--- config.mk ---
export PLATFORM = sky130hd
export DESIGN_NAME = alu_flag_unit
export DESIGN_NICKNAME = d
export VERILOG_FILES = /design/src/rtl/alu_flag_unit.sv
export SDC_FILE = /design/constraint.sdc
export NUM_CORES = 1
export LEC_CHECK = 0
export ABC_AREA = 0
export BUFFER_PORTS_ARGS = -buffer_cell sky130_fd_sc_hd__clkbuf_2
export CORE_MARGIN = 2
export CORE_UTILIZATION = 44
export DETAILED_ROUTE_END_ITERATION = 8
export PLACE_DENSITY_LB_ADDON = 0.1
export REMOVE_ABC_BUFFERS = 1
export SLEW_MARGIN = 15
export SYNTH_ARGS = -nofsm -noshare
export SYNTH_HDL_FRONTEND = slang
export SYNTH_SLANG_ARGS = --single-unit
--- constraint.sdc ---
create_clock -name clk -period 3.3 [get_ports clk]
set_input_delay 0.99 -clock clk [delete_from_list [all_inputs] [get_ports clk]]
set_output_delay 0.99 -clock clk [all_outputs]
set_load 0.03 [all_outputs]
--- src/rtl/alu_flag_unit.sv ---
// Execute stage of the accumulator CPU: operand registers, ALU, result and C/Z/N flag registers.
// Define ALU_OVF_EN to add the registered signed-overflow flag output vFlag.
module alu_flag_unit #(
    parameter int unsigned W = 8
) (
    input  logic         clk,
    input  logic         rst,
    input  logic [W-1:0] aIn,
    input  logic [W-1:0] bIn,
    input  logic         aRegWriteEn,
    input  logic         bRegWriteEn,
    input  logic         RegAOr0,
    input  logic         RegBOr0,
    input  logic [1:0]   aluOpControl,
    input  logic         aluResWriteEn,
    input  logic         ldCZN,
    output logic [W-1:0] aluRes,
    output logic [2:0]   CznToCU
`ifdef ALU_OVF_EN
    ,
    output logic         vFlag
`endif
);

    localparam logic [1:0] OpAdd = 2'b00;
    localparam logic [1:0] OpSub = 2'b01;
    localparam logic [1:0] OpAnd = 2'b10;
    localparam logic [1:0] OpNot = 2'b11;

    logic [W-1:0] a_q, a_d;
    logic [W-1:0] b_q, b_d;
    logic [W-1:0] res_q, res_d;
    logic [2:0]   czn_q, czn_d;

    logic [W-1:0] op_a, op_b;
    logic [W:0]   sum;
    logic [W-1:0] alu_r;
    logic         alu_c;
    logic         alu_z;
    logic         alu_n;

    // ALU always sees the registered operands, so a same-cycle load is used one cycle later.
    always_comb begin
        op_a = RegAOr0 ? '0 : a_q;
        op_b = RegBOr0 ? '0 : b_q;
    end

    always_comb begin
        sum   = '0;
        alu_r = '0;
        alu_c = 1'b0;
        unique case (aluOpControl)
            OpAdd: begin
                sum   = {1'b0, op_a} + {1'b0, op_b};
                alu_r = sum[W-1:0];
                alu_c = sum[W];
            end
            OpSub: begin
                // Carry out of a + ~b + 1 is the inverted borrow.
                sum   = {1'b0, op_a} + {1'b0, ~op_b} + {{W{1'b0}}, 1'b1};
                alu_r = sum[W-1:0];
                alu_c = sum[W];
            end
            OpAnd: alu_r = op_a & op_b;
            OpNot: alu_r = ~op_b;
            default: alu_r = '0;
        endcase
        alu_z = (alu_r == '0);
        alu_n = alu_r[W-1];
    end

    always_comb begin
        a_d   = aRegWriteEn   ? aIn   : a_q;
        b_d   = bRegWriteEn   ? bIn   : b_q;
        res_d = aluResWriteEn ? alu_r : res_q;
        czn_d = ldCZN ? {alu_c, alu_z, alu_n} : czn_q;
    end

    always_ff @(posedge clk or negedge rst) begin
        if (!rst) begin
            a_q   <= '0;
            b_q   <= '0;
            res_q <= '0;
            czn_q <= '0;
        end else begin
            a_q   <= a_d;
            b_q   <= b_d;
            res_q <= res_d;
            czn_q <= czn_d;
        end
    end

    assign aluRes  = res_q;
    assign CznToCU = czn_q;

`ifdef ALU_OVF_EN
    logic v_q, v_d;
    logic alu_v;

    always_comb begin
        alu_v = 1'b0;
        unique case (aluOpControl)
            OpAdd: alu_v = (op_a[W-1] == op_b[W-1]) && (alu_r[W-1] != op_a[W-1]);
            OpSub: alu_v = (op_a[W-1] != op_b[W-1]) && (alu_r[W-1] != op_a[W-1]);
            default: alu_v = 1'b0;
        endcase
        v_d = ldCZN ? alu_v : v_q;
    end

    always_ff @(posedge clk or negedge rst) begin
        if (!rst) begin
            v_q <= 1'b0;
        end else begin
            v_q <= v_d;
        end
    end

    assign vFlag = v_q;
`endif

endmodule

==> results of run 1 <==
power groups by stage:
stage / registers, mW / clock network, mW / logic, mW
finish: 0.402 / 0.189 / 0.478
global route: 0.408 / 0.214 / 0.520
CTS: 0.402 / 0.195 / 0.475
detailed placement: 0.408 / 0 / 0.472
global placement: 0.408 / 0 / 0.470
floorplan: 0.456 / 0 / 0.223
worst max-delay path, cell delays in order:
cell and delay (ns):
clkbuf_2 0.12, buf_4 0.14, nand2b_1 0.18, ha_1 0.38, buf_4 0.17, and3_1 0.17, a211oi_1 0.23, a311oi_1 0.07
a2111oi_0 0.50, buf_4 0.21, a31o_1 0.13
metal layers:
metal  vias to the layer above  share of wire
met5                         -              0
met4                         0          0.010
met3                         7          0.042
met2                        50           0.46
met1                       935           0.49
li1                        979              -
registers in the layout, indices dropped and copies added (netlist names):
register	flops
a_q	8
aluRes	8
b_q	8
CznToCU	3
area by class of cell:
type / instances / area share
Inverter: 14 / 0.0193
Clock buffer: 4 / 0.0165
Sequential cell: 27 / 0.248
Multi-Input combinational cell: 178 / 0.507
Timing Repair Buffer: 77 / 0.179
Tap cell: 67 / 0.0307
placed cells by master (no fill, tap or decap), types with 11 or more instances in the layout:
master    count
nand2_1      12
clkbuf_2     36
a21oi_1      18
inv_1        11
buf_4        41
mux2_2       22
ha_1         15
nor2_1       15
nor2b_1      13
dfrtp_1      27
cell families (layout without fill, tap and decap cells):
group | after synthesis | count (layout)
compound gates | 59 | 59
flops | 27 | 27
mux | 26 | 26
buf+inv | 26 | 95
fa+ha+maj | 16 | 16
simple gates | 75 | 75
xor+xnor | 2 | 2
stage by stage:
stage	total power [mW]	util	hold WS, ns
detailed placement	0.880	0.566	0.493
global placement	0.878	0.566	0.489
CTS	1.07	0.575	0.514
global route	1.14	0.577	0.532
floorplan	0.679	-	0.472
finish	1.07	0.577	0.513
worst min path at each step:
| stage | slack (ns) | to | start | cells past startpoint |
|---|---|---|---|---|
| after floorplan | 0.47 | a_q[1]$_DFFE_PN0P_ | a_q[1]$_DFFE_PN0P_ | 1 |
| after global placement | 0.49 | b_q[4]$_DFFE_PN0P_ | b_q[4]$_DFFE_PN0P_ | 1 |
| after detailed placement | 0.49 | a_q[2]$_DFFE_PN0P_ | a_q[2]$_DFFE_PN0P_ | 1 |
| after CTS | 0.51 | a_q[2]$_DFFE_PN0P_ | a_q[2]$_DFFE_PN0P_ | 1 |
| after global routing | 0.53 | a_q[4]$_DFFE_PN0P_ | a_q[4]$_DFFE_PN0P_ | 1 |
| final | 0.51 | CznToCU[0]$_DFFE_PN0P_ | CznToCU[0]$_DFFE_PN0P_ | 1 |
==> summary.txt, run 1 <==
Outcome
  – Status: completed

Worst setup path
  – Crit start category: input port
  – Crit path to: CznToCU[1]$_DFFE_PN0P_
  – CP Max Fanout: 8
  – Critical path class: in2reg
  – Worst flop-to-flop path startpoint: a_q[1]$_DFFE_PN0P_
  – Crit path from: RegBOr0
  – CP Data Arrival Time: 3.31 ns
  – R2r setup slk: 0.68 ns
  – Required time of the critical path: 3.52 ns
  – Worst R2R Path Depth: 10
  – Worst r2r dst: CznToCU[1]$_DFFE_PN0P_
  – CP endpoint kind: flop

Clock network
  – Worst skew pair latency: 0.27 ns
  – Clock root cell: clkbuf_8
  – H-Tree Level Count: 1
  – Clock-pin slew on the worst setup and hold paths: 0.09 ns
  – CTS buffer count: 3
  – Gates resized, CTS repair: 0
  – TritonCTS clock tree: built
  – Hold_buf cts: 0
  – CTS Buffer Depth: 2
  – Clk sinks: 27
  – Setup bufs post-CTS: 0

Pwr
  – Power density over the cells: 392 nW/µm²
  – Clk pwr share: 0.177
  – Psw: 0.388 mW
  – Gate power share: 0.447
  – Leak: 1.30 nW
  – Sw Ratio: 0.363
  – Maximum vdd drop: 0.313 mV
  – Sequential fraction of design power: 0.376
  – Int Power: 0.681 mW

STA
  – Max Freq: 323 MHz
  – Unrepaired setup endpoints after global routing: false
  – PnR worst setup slack: 0.204 ns
  – Fin crit period: 3.10 ns
  – Crit share post-route: 0.938
  – Setup TNS Final: 0 ns
  – Setup Skew: 0.00257 ns
  – Slew headroom: 0.561
  – Worst slew pin tran: 0.659 ns
  – Final slew viol count: 0
  – Final setup fails: 0
  – Final Hold Vio Count: 0

Synthesis
  – Adder-Cell Fraction of Synth Area: 0.0960
  – Post-synth EDFFs: 0
  – Post-synth top flop: dfrtp_1
  – Post-synth ARST share: 1.00
  – Synth area leaders: dfrtp_1 31%, mux2_2 11%, ha_1 8.7%, a21oi_1 4.2%, nor2b_1 3.8%
  – Synthesized area per cell: 9.37 µm²
  – Simple-gate share of the synthesized area: 0.203
  – Post-Synthesis Cells: 231
  – Share of the synthesized area in the top cell type: 0.312
  – Complex-gate fraction of the synthesized area: 0.188
  – Register area share after synthesis: 0.312
  – Multiplexer share of the synthesized area: 0.139
  – Synth Register Bits: 27
  – Post-synthesis xor/xnor area fraction: 0.00810
  – Synth cell count leaders: 27 x dfrtp_1, 22 x mux2_2, 18 x a21oi_1
  – YS warnings: 0
  – Main combinational cell family by area after synthesis: simple AND/OR/NAND/NOR gates
  – Count leader, synth: dfrtp_1
  – Mapped cell area: 2160 µm²
  – Yosys cell types: 58
  – Leading area contributor after synthesis: dfrtp_1

Floorplanning
  – Core ar.: 4720 µm²
  – I/O pin total: 37
  – Die H: 74.1 µm
  – Die ar.: 5490 µm²
  – Initial Util: 0.458
  – Die Wd: 74.1 µm
  – Row Count: 25

Run
  – Maxcap violations: 0

Finish
  – Multi-input gate area: 1380 µm²
  – Layout Cells excl Fill: 367
  – Nets: 343
  – Layout cell share with drive strength beyond 1: 0.377
  – # fillers: 429
  – Area Overhead vs Synth: 26.0%
  – Sequential cell area: 676 µm²
  – Fin area: 2730 µm²
  – Diode count: 0

Global route
  – Largest net degree at the start of global routing: 28
  – Met3 usage: 0.0257
  – GRT met1 Usage: 0.329
  – Initial antenna violation count: 0
  – Number of global-route vias before repair: 1926
  – First-pass GRT wire length: 9580 µm
  – M2 GR Usage: 0.366
  – Global route overflow: 0
  – Total GRT Usage: 0.226
  – Most Used Layer, Global Route: met2

Placement
  – RePlAce Congestion: 0.861
  – Place WS: -0.110 ns
  – DP Wirelength: 4680 µm
  – Placed Cells: 363
  – Placed cell areas: 2670 µm²
  – IO Port Bufs: 36

Drt
  – Starting DRT DRC Count: 130
  – Antenna-violating nets left: 0
  – Routed wire length: 5730 µm
  – Vias: 1971
  – Drt via density: 5.37
  – DRC Markers: 0
  – Drt pass-1 iters: 4
  – Avg WL per Cell: 15.6 µm

Hold path
  – Worst min-delay path category: reg2reg
No activity file was read; power rests on OpenSTA's default activity.
==> run 2, diff against run 1 <==
--- a/config.mk
+++ b/config.mk
@@ -10,6 +10,7 @@
 export CORE_MARGIN = 2
 export CORE_UTILIZATION = 44
 export DETAILED_ROUTE_END_ITERATION = 8
+export GPL_TIMING_DRIVEN = 0
 export PLACE_DENSITY_LB_ADDON = 0.1
 export REMOVE_ABC_BUFFERS = 1
 export SLEW_MARGIN = 15
==> summary.txt, run 2 (synthesized netlist as in run 1, its figures left out) <==
STA
  – Max Freq: 314 MHz
  – Slew headroom: 0.548
  – Unrepaired setup endpoints after global routing: true
  – Hold slack final: 0.508 ns
  – Final Hold Vio Count: 0
  – Crit share post-route: 0.965
  – Worst slew pin tran: 0.678 ns
  – Setup Skew: 0.00458 ns
  – Final setup fails: 0
  – Final slew viol count: 0
  – Fin crit period: 3.18 ns

Clock network
  – Clock root cell: clkbuf_8
  – Hold_buf cts: 0
  – CTS buffer count: 3
  – Clock-pin slew on the worst setup and hold paths: 0.09 ns
  – Worst skew pair latency: 0.27 ns
  – TritonCTS clock tree: built
  – Clk sinks: 27
  – H-Tree Level Count: 1
  – CTS Buffer Depth: 2

Drt
  – Drt pass-1 iters: 4
  – Antenna-violating nets left: 0
  – Vias: 1851
  – Met3 WL: 343 µm
  – Starting DRT DRC Count: 104
  – Routed wire length: 5100 µm
  – Met2 Wirelength: 2200 µm
  – Avg WL per Cell: 15.7 µm
  – Top Layer Used: met4
  – DRC Markers: 0
  – Drt via density: 5.68
  – M1 wire length: 2460 µm

Floorplanning
  – Die Wd: 74.1 µm
  – I/O pin total: 37
  – Die ar.: 5490 µm²
  – Initial Util: 0.458
  – Die H: 74.1 µm
  – Core ar.: 4720 µm²
  – Row Count: 25

Worst setup path
  – Crit-path slowest cell: or4_1
  – Crit-path max cell delay: 0.44 ns
  – CP endpoint kind: flop
  – Crit start category: input port
  – CP Data Arrival Time: 3.35 ns
  – Required time of the critical path: 3.46 ns
  – Critical path class: in2reg
  – CP Max Fanout: 9
  – CP cell instances: clkbuf_2, and2b_1, ha_2, nor2b_1, nor4_1, a2bb2oi_1, or4_1, a32oi_2, a211oi_2, a31o_1

Global route
  – First-pass GRT wire length: 8780 µm
  – Total GRT Usage: 0.207
  – Number of global-route vias before repair: 1766
  – Global route overflow: 0
  – Largest net degree at the start of global routing: 28
  – Initial antenna violation count: 0

Placement
  – RePlAce Congestion: 0.899
  – DP Wirelength: 4000 µm
  – IO Port Bufs: 36
  – Placed Cells: 322

Run
  – Maxcap violations: 0

Finish
  – Most common cell after layout, fill and taps aside: clkbuf_2
  – Layout cell share with drive strength beyond 1: 0.297
  – # fillers: 464
  – Area Overhead vs Synth: 13.1%
  – Layout Cells excl Fill: 326
  – Nets: 302
  – Final core occ: 0.518
  – Sequential cell area: 676 µm²
  – Diode count: 0
  – Most frequent cells in the layout: 35 x clkbuf_2, 27 x dfrtp_1, 22 x mux2_2
  – Multi-input gate area: 1410 µm²

Pwr
  – Maximum vdd drop: 0.350 mV
  – Gate power share: 0.412
  – Final Total Pwr: 0.996 mW
  – Clk pwr share: 0.187
  – Psw: 0.371 mW
  – Sw Ratio: 0.373
  – Sequential fraction of design power: 0.401
  – Leak: 1.10 nW
  – Power density over the cells: 407 nW/µm²
  – Int Power: 0.625 mW

Hold path
  – Worst min-delay path category: reg2reg

Outcome
  – Status: completed
run 2: cell count changes in the layout (fill, tap and decap cells not counted):
| cell | delta |
|---|---|
| buf_4 | -41 |
| a2111oi_0 | -2 |
| a21oi_1 | -2 |
| a21oi_2 | +2 |
| a2111oi_1 | +1 |
| a2111oi_2 | +1 |
| a32oi_1 | -1 |
| a32oi_2 | +1 |
| clkbuf_2 | -1 |
| clkbuf_4 | +1 |
| ha_1 | -1 |
| ha_2 | +1 |
run 2: final timing paths:
check                                   startpoint                     end  slack [ns]  cells after the start
worst max-delay path                       RegAOr0  CznToCU[1]$_DFFE_PN0P_        0.12                     10
min in group asynchronous                      rst   aluRes[1]$_DFFE_PN0P_        0.74                      1
worst max register to register  b_q[1]$_DFFE_PN0P_  CznToCU[1]$_DFFE_PN0P_        0.63                      9
worst min register to register  b_q[4]$_DFFE_PN0P_      b_q[4]$_DFFE_PN0P_        0.51                      1
max in group asynchronous                      rst   aluRes[3]$_DFFE_PN0P_        2.13                      1
worst min-delay path            b_q[4]$_DFFE_PN0P_      b_q[4]$_DFFE_PN0P_        0.51                      1
run 2: power by group through the flow:
stage	combinational [mW]	sequential [mW]	clock [mW]
2_1_floorplan	0.223	0.456	0
3_3_place_gp	0.396	0.406	0
3_5_place_dp	0.395	0.406	0
4_1_cts	0.401	0.400	0.195
5_1_grt	0.451	0.405	0.206
6_report	0.410	0.400	0.187
run 2: worst max-delay path: cells and delay by family:
family,cells,cell delay [ns]
AOI/OAI and AO/OA,4,0.80
adders and majority gates,1,0.41
and+or+nand+nor,4,0.95
buffers and inverters,1,0.18
run 2: final cells by class:
class	count	area share
clock buffers	4	0.0184
inverters	14	0.0215
multi-input cells	178	0.575
flip-flops and latches	27	0.276
well taps	67	0.0343
repair buffers	36	0.0747
run 2: repair_timing:
item / in CTS / in global routing
setup buffers: 0 / 0
setup endpoints to repair: 2 / 4
resized for setup: 2 / 8
run 2: per-layer routing:
layer | vias to the layer above | global-route usage
met5 | - | 0
met4 | 0 | 0.0747
met3 | 12 | 0.0257
met2 | 64 | 0.311
met1 | 878 | 0.308
li1 | 897 | -
run 2: metrics by stage:
stage / setup TNS (ns) / setup slack (ns) / area [µm²]
floorplan: 0 / 0.192 / 2100
global placement: -1.07 / -0.354 / 2360
detailed placement: -1.08 / -0.352 / 2360
CTS: 0 / 0.0236 / 2420
global route: -0.00352 / -0.00352 / 2450
finish: 0 / 0.116 / 2450
==> run 3, diff against run 2 <==
--- a/config.mk
+++ b/config.mk
@@ -6,10 +6,10 @@
 export NUM_CORES = 1
 export LEC_CHECK = 0
 export ABC_AREA = 0
-export BUFFER_PORTS_ARGS = -buffer_cell sky130_fd_sc_hd__clkbuf_2
 export CORE_MARGIN = 2
 export CORE_UTILIZATION = 44
 export DETAILED_ROUTE_END_ITERATION = 8
+export DONT_BUFFER_PORTS = 1
 export GPL_TIMING_DRIVEN = 0
 export PLACE_DENSITY_LB_ADDON = 0.1
 export REMOVE_ABC_BUFFERS = 1
==> summary.txt, run 3 (synthesized netlist as in run 1, its figures left out) <==
Global route
  – Number of global-route vias before repair: 1750
  – Initial antenna violation count: 0
  – First-pass GRT wire length: 8600 µm
  – Largest net degree at the start of global routing: 28
  – Total GRT Usage: 0.204
  – Global route overflow: 0

Finish
  – Final core occ: 0.473
  – Area Overhead vs Synth: 3.18%
  – Most common cell after layout, fill and taps aside: dfrtp_1
  – Most frequent cells in the layout: 27 x dfrtp_1, 22 x mux2_2, 18 x a21oi_1
  – Nets: 266
  – Layout cell share with drive strength beyond 1: 0.166
  – Diode count: 0
  – Layout Cells excl Fill: 290

Worst setup path
  – Critical path class: in2reg
  – R2r setup slk: 0.56 ns
  – Crit start category: input port
  – CP endpoint kind: flop
  – CP Max Fanout: 9
  – Required time of the critical path: 3.51 ns
  – Worst r2r dst: CznToCU[1]$_DFFE_PN0P_
  – Crit path from: RegBOr0
  – CP Data Arrival Time: 3.31 ns
  – Worst R2R Path Depth: 9
  – Worst flop-to-flop path startpoint: a_q[2]$_DFFE_PN0P_

Pwr
  – Final Total Pwr: 0.925 mW
  – Maximum vdd drop: 0.313 mV
  – Leak: 0.952 nW
  – Power density over the cells: 415 nW/µm²

Drt
  – DRC Markers: 0
  – Antenna-violating nets left: 0
  – Vias: 1749
  – Met2 Wirelength: 2460 µm
  – Top Layer Used: met4
  – Met3 WL: 321 µm
  – Avg WL per Cell: 17.9 µm
  – Routed wire length: 5180 µm
  – Drt pass-1 iters: 4
  – Starting DRT DRC Count: 140
  – Drt via density: 6.03
  – M1 wire length: 2300 µm

Floorplanning
  – I/O pin total: 37
  – Die H: 74.1 µm
  – Die ar.: 5490 µm²
  – Core ar.: 4720 µm²
  – Row Count: 25
  – Initial Util: 0.458
  – Die Wd: 74.1 µm

Clock network
  – Clock-pin slew on the worst setup and hold paths: 0.09 ns
  – CTS Buffer Depth: 2
  – Worst skew pair latency: 0.27 ns
  – H-Tree Level Count: 1
  – Clock root cell: clkbuf_8
  – Hold_buf cts: 0
  – CTS buffer count: 3
  – TritonCTS clock tree: built
  – Setup bufs post-CTS: 0
  – Clk sinks: 27

Placement
  – RePlAce Congestion: 0.912
  – Placed Cells: 286
  – DP Wirelength: 4140 µm
  – IO Port Bufs: 0

STA
  – Setup TNS Final: 0 ns
  – Max Freq: 323 MHz
  – Final slew viol count: 0
  – Final setup fails: 0
  – Unrepaired setup endpoints after global routing: false
  – Setup Skew: 0.00264 ns
  – Worst slew pin tran: 0.709 ns
  – Fin crit period: 3.10 ns
  – Crit share post-route: 0.939
  – Final Hold Vio Count: 0
  – Slew headroom: 0.526

Hold path
  – Worst min-delay path category: in2async

Run
  – Maxcap violations: 0

Outcome
  – Status: completed
==> run 3: area by class of cell <==
class	instances	area, µm²
clock buffers	3	41.3
clock inverters	1	5.00
fillers	448	2490
inverters	14	52.6
multi-input cells	178	1370
flip-flops and latches	27	676
well taps	67	83.8
==> run 3: power breakdown <==
group / total [mW] / switching, mW / internal (mW) / leakage, nW
clock network: 0.181 / 0.0967 / 0.0845 / 0.0255
registers: 0.459 / 0.0829 / 0.376 / 0.320
logic: 0.285 / 0.156 / 0.130 / 0.607
total: 0.925 / 0.335 / 0.590 / 0.952
==> run 3: per-layer routing <==
layer | global-route usage | vias to the layer above
met5 | 0 | -
met4 | 0.0788 | 0
met3 | 0.0474 | 9
met2 | 0.334 | 57
met1 | 0.263 | 857
li1 | - | 826
==> run 3: per-stage QoR <==
step	area (µm²)	hold WS, ns	setup slack (ns)
detailed placement	2180	0.494	-0.180
global route	2230	0.381	0.0155
finish	2230	0.403	0.200
CTS	2230	0.398	0.107
global placement	2180	0.485	-0.224
floorplan	2100	0.472	0.192
==> run 3: repair_timing <==
item	in CTS	in global routing
resized for setup	0	1
setup endpoints to repair	0	2
hold endpoints to repair	0	0
==> run 3: worst max path at each step <==
stage / slack, ns / endpoint
after floorplan: 0.19 / CznToCU[1]$_DFFE_PN0P_
after global placement: -0.22 / aluRes[6]$_DFFE_PN0P_
after detailed placement: -0.18 / aluRes[6]$_DFFE_PN0P_
after CTS: 0.11 / aluRes[6]$_DFFE_PN0P_
after global routing: 0.02 / aluRes[6]$_DFFE_PN0P_
final: 0.20 / CznToCU[1]$_DFFE_PN0P_
==> run 3: worst max-delay path: stages <==
cell	delay (ns)
nand2b_1	0.17
ha_1	0.47
o21a_1	0.17
nor2_1	0.06
a21oi_1	0.26
mux2_1	0.37
nor4_2	0.46
o21a_1	0.20
a31o_1	0.15
